`src/rtl/rr_arbiter8.sv`:
```
// rr_arbiter8: eight-requester round-robin arbiter with registered one-hot grant and hold-limit revocation
module rr_arbiter8 #(
    parameter int MAX_HOLD = 16
) (
    input  logic       clk,
    input  logic       rst,
    input  logic       En,
    input  logic [7:0] req,
    input  logic       done,
    output logic [7:0] gnt,
    output logic [2:0] gnt_id,
    output logic       gnt_v,
    output logic       timeout
);
    localparam int CW = $clog2(MAX_HOLD);

    typedef enum logic {IDLE, GRANT} state_t;

    state_t        state, state_n;
    logic [2:0]    ptr, ptr_n, id_n, k;
    logic [CW-1:0] hold_cnt, cnt_n;
    logic [7:0]    gnt_n;
    logic          v_n, to_n, hit, rel;

    always_comb begin
        hit = 1'b0;
        k = ptr;
        for (int j = 7; j >= 0; j--)
            if (req[ptr - 3'(j)]) begin
                hit = 1'b1;
                k = ptr - 3'(j);
            end
        rel = !En || done || !req[gnt_id] || hold_cnt == CW'(MAX_HOLD - 1);
        state_n = state;
        ptr_n = ptr;
        cnt_n = hold_cnt;
        id_n = gnt_id;
        v_n = gnt_v;
        to_n = 1'b0;
        if (state == IDLE) begin
            if (En && hit) begin
                state_n = GRANT;
                id_n = k;
                v_n = 1'b1;
                cnt_n = '0;
                ptr_n = k - 3'd1;
            end
        end else if (rel) begin
            state_n = IDLE;
            id_n = 3'd0;
            v_n = 1'b0;
            to_n = En && !done && req[gnt_id];
        end else begin
            cnt_n = hold_cnt + CW'(1);
        end
        gnt_n = v_n ? 8'd1 << id_n : 8'd0;
    end

    always_ff @(posedge clk) begin
        if (rst) begin
            state <= IDLE;
            ptr <= 3'd7;
            hold_cnt <= '0;
            gnt <= 8'd0;
            gnt_id <= 3'd0;
            gnt_v <= 1'b0;
            timeout <= 1'b0;
        end else begin
            state <= state_n;
            ptr <= ptr_n;
            hold_cnt <= cnt_n;
            gnt <= gnt_n;
            gnt_id <= id_n;
            gnt_v <= v_n;
            timeout <= to_n;
        end
    end
endmodule

```
`config.mk`:
```
export PLATFORM = sky130hd
export DESIGN_NAME = rr_arbiter8
export DESIGN_NICKNAME = d
export VERILOG_FILES = /design/src/rtl/rr_arbiter8.sv
export SDC_FILE = /design/constraint.sdc
export NUM_CORES = 1
export LEC_CHECK = 0
export BUFFER_PORTS_ARGS = -buffer_cell sky130_fd_sc_hd__buf_2
export CAP_MARGIN = 20
export CORE_MARGIN = 2
export CORE_UTILIZATION = 53
export CTS_BUF_LIST = sky130_fd_sc_hd__clkbuf_4
export CTS_CLUSTER_SIZE = 20
export DETAILED_ROUTE_END_ITERATION = 16
export GPL_ROUTABILITY_DRIVEN = 0
export GPL_TIMING_DRIVEN = 0
export PLACE_DENSITY = 0.77
export SYNTH_ARGS = -nofsm -noshare
export SYNTH_HDL_FRONTEND = slang
export SYNTH_SLANG_ARGS = --single-unit
```
`constraint.sdc`:
```
create_clock -name clk -period 3.9 [get_ports clk]
set_clock_uncertainty 0.1 [all_clocks]
set_input_delay 0.78 -clock clk [delete_from_list [all_inputs] [get_ports clk]]
set_output_delay 0.78 -clock clk [all_outputs]
set_load 0.005 [all_outputs]
```
==> results.txt <==
----------------------------------------------------
[Status]
  Status ... finished clean

[STA]
  Endpoints failing setup ... 0
  Worst relative slew slack ... 0.2850
  Slew @ Worst Pin ... 1.063 ns
  Period utilization ... 0.9354
  Maximum operating frequency ... 274.1 MHz
  Final hold slack ... 0.3946 ns
  Time the worst path needs with I/O delays and setup ... 3.648 ns
  Max-slew violations ... 0
  Endpoints failing hold ... 0
  RSZ-0062 raised after global routing ... no
  PnR worst setup slack ... 0.2519 ns
  Final-layout setup total negative slack ... 0 ns

[Die]
  # IOs ... 25
  Effective utilization at floorplan ... 0.5482
  Horizontal extent of the die ... 62.75 µm
  Die area ... 0.003938 mm²
  Die height ... 62.75 µm
  Cell Rows ... 21
  Core area ... 0.003337 mm²

[Routing]
  Drt via density ... 6.381
  Average wire per cell in the routed design ... 17.19 µm
  Routed Antenna Nets ... 0
  DRT iter0 DRCs ... 181
  DRC viols ... 0
  Number of detailed-routing iterations run before antenna repair ... 4
  Routed Wire Length ... 4.469 mm
  Via count of the routed design ... 1659

[Logic synthesis]
  Mean cell area of the mapped netlist ... 10.11 µm²
  Fraction of post-synthesis cell area in the top cell type by area ... 0.2298
  Most numerous cell in the Yosys netlist ... sky130_fd_sc_hd__dfxtp_1
  Number of flops mapped to enable cells by yosys ... 0
  Share of synthesized flip-flops with an asynchronous set or reset ... 0
  Area leader, netlist ... sky130_fd_sc_hd__dfxtp_1
  Top cells by area, synth ... sky130_fd_sc_hd__dfxtp_1, sky130_fd_sc_hd__mux4_2, sky130_fd_sc_hd__mux2i_1
  Most numerous cell types in the synthesized netlist ... sky130_fd_sc_hd__dfxtp_1, sky130_fd_sc_hd__nand2_1, sky130_fd_sc_hd__mux4_2, sky130_fd_sc_hd__nor2_1, sky130_fd_sc_hd__mux2i_1
  Post-synthesis instance area ... 0.001829 mm²
  Mapped Nets ... 197
  Sequential-to-total area share from yosys stat ... 0.2298
  Most used flip-flop cell after synthesis ... sky130_fd_sc_hd__dfxtp_1
  Number of warnings issued by yosys ... 0
  Cells after Synth ... 181
  Post-synthesis register bit count ... 21
  Count of cell types in the netlist ... 55

[Setup path]
  Cell depth of the worst flop-to-flop path ... 14
  R2R Path End ... gnt[7]$_SDFF_PP0_
  Worst Setup Path Type ... flip-flop to flip-flop
  Delay of the slowest critical-path stage ... 0.57 ns
  Nature of the critical path endpoint ... flip-flop
  Slowest library cell on the worst path ... sky130_fd_sc_hd__mux4_2
  Family with the most delay on the worst path ... buffers and inverters
  Crit path DAT ... 3.78 ns
  Most frequent cell on the critical path ... sky130_fd_sc_hd__buf_4
  Highest net fanout along the worst path ... 10
  Cells along the critical path ... buf_6 > inv_2 > ha_1 > buf_2 > mux4_2 > a211oi_1 > a22oi_1 > o41ai_4 > buf_4 > and3_1 > a221oi_4 > buf_4 > buf_4 > nor4_1
  WP data required ... 4.03 ns
  Flop-to-flop setup slack ... 0.25 ns
  Critical path startpoint category ... flip-flop
  Reg2Reg Launch Point ... ptr[0]$_SDFFE_PP1P_
  Worst path buffer plus inverter count ... 6

[Placement]
  Worst setup timing slack at the placement stage ... 0.04348 ns
  IO buf count ... 24
  Post-DP HPWL ... 3.401 mm
  Cell count after placement ... 251

[CTS]
  Clock Pin Slew Worst Setup and Hold Paths ... 0.12 ns
  Root Buffer Master ... sky130_fd_sc_hd__clkbuf_4
  Clock network latency to the later pin of the worst-skew pair ... 0.31 ns
  Clock tree from TritonCTS ... built
  Count of hold buffers inserted by post-cts repair ... 0
  Clock buffer count from CTS ... 3
  CTS max path bufs ... 2
  Max H-tree Level ... 1
  Sinks on Clock Net ... 21

[Worst hold path]
  Worst-case hold path end point ... hold_cnt[1]$_SDFFE_PP0P_
  Origin of the worst min-delay path ... hold_cnt[1]$_SDFFE_PP0P_
  Worst Hold Depth ... 2
  Min-delay worst type ... flip-flop to flip-flop

[Finish]
  Ant. Diodes ... 0
  Number of nets in the layout ... 231
  Layout cell share with drive strength beyond 1 ... 0.3505
  Final Core Density ... 0.6228
  Final non-filler cell total ... 260
  Growth of design area from synthesis to finish ... 13.61%

[Flow run]
  Max-capacitance violation count ... 0

[Global routing]
  Congestion Overflow GR ... 0
  Number of global-route vias before repair ... 1644
  Global-route wire length before repair ... 7.838 mm
  Global-route usage over all layers ... 0.2457
  Maximum number of pins on one net before global-route repair ... 13
  Number of antenna violations at the first check in global routing ... 0

[Pwr]
  Static power due to leakage ... 0.0008853 µW
  Power Density ... 642.4 mW/mm²
  Worst ir drop on vdd ... 0.3658 mV

----------------------------------------------------
==> metal layers <==
metal | up-vias | wire length [µm] | GRT usage | part of all wire
met5 | - | 0 | 0 | 0
met4 | 0 | 102 | 0.06389 | 0.023
met3 | 13 | 181 | 0.02342 | 0.041
met2 | 56 | 2302 | 0.4503 | 0.52
met1 | 810 | 1882 | 0.3092 | 0.42
li1 | 780 | - | - | -
==> worst max-delay path by stage <==
stage                                    from                end  slack (ns)  cells past startpoint
after floorplan           ptr[0]$_SDFFE_PP1P_  gnt[4]$_SDFF_PP0_        0.49                     11
after global placement    ptr[1]$_SDFFE_PP1P_  gnt[4]$_SDFF_PP0_        0.15                     10
after detailed placement  ptr[1]$_SDFFE_PP1P_  gnt[4]$_SDFF_PP0_        0.04                     11
after CTS                 ptr[1]$_SDFFE_PP1P_  gnt[3]$_SDFF_PP0_        0.02                     11
after global routing      ptr[0]$_SDFFE_PP1P_  gnt[7]$_SDFF_PP0_        0.02                     14
final                     ptr[0]$_SDFFE_PP1P_  gnt[7]$_SDFF_PP0_        0.25                     14
==> placed cells by master, fill, tap and decap left out, drive strengths merged, types with 5 or more instances in the layout <==
cell and count:
buf 33, dfxtp 21, nand2 16, nor2 16, mux4 15, mux2i 11, a21oi 9, mux2 7
inv 7, nand3 6, clkbuf 6, o21ai 5
==> worst min-delay path: cells and delay by family (launching register included) <==
family	cells	cell delay [ns]
simple gates	1	0.06
flops	1	0.34
compound gates	1	0.06
==> flip-flops by register name (all words and copies together), names as in the netlist <==
signal and count:
timeout 1, state 1, gnt_v 1, gnt_id 3, gnt 8, hold_cnt 4
ptr 3
==> power breakdown <==
part / internal [µW] / switching (µW) / leakage (µW)
clock network: 38.4 / 66.6 / 0.0000177
logic: 433 / 513 / 0.000697
registers: 247 / 36.4 / 0.000171
==> metrics by stage <==
step,cell area (µm²),power (µW)
after floorplan,1829,990.2
final,2078,1335
after global placement,2007,1136
after global routing,2078,1440
after CTS,2034,1288
after detailed placement,2007,1181
==> cell families (layout without fill, tap and decap cells) <==
group | Yosys count | after routing | share of synthesized area
AND/OR/NAND/NOR | 63 | 63 | 0.2011
AO/OA/AOI/OAI | 42 | 42 | 0.1970
adder cells (fa/ha/maj) | 4 | 4 | 0.02736
flip-flops | 21 | 21 | 0.2298
multiplexers | 33 | 33 | 0.2921
buffers and inverters | 15 | 48 | 0.03831
XOR/XNOR | 3 | 3 | 0.01437
==> what timing repair did <==
action | 4_1_cts | 5_1_grt
buffers inserted | 0 | 5
setup endpoints to repair | 0 | 14
resized for setup | 0 | 4
==> area by class of cell <==
cell class | instances | area [µm²]
Timing Repair Buffer | 29 | 157.7
Sequential cell | 21 | 422.9
Clock buffer | 3 | 22.52
Multi-Input combinational cell | 145 | 1339
Fill cell | 293 | 1259
Buffer | 7 | 40.04
Inverter | 8 | 33.78
Tap cell | 46 | 57.56
Clock inverter | 1 | 5.005
No activity file was read; power rests on OpenSTA's default activity.
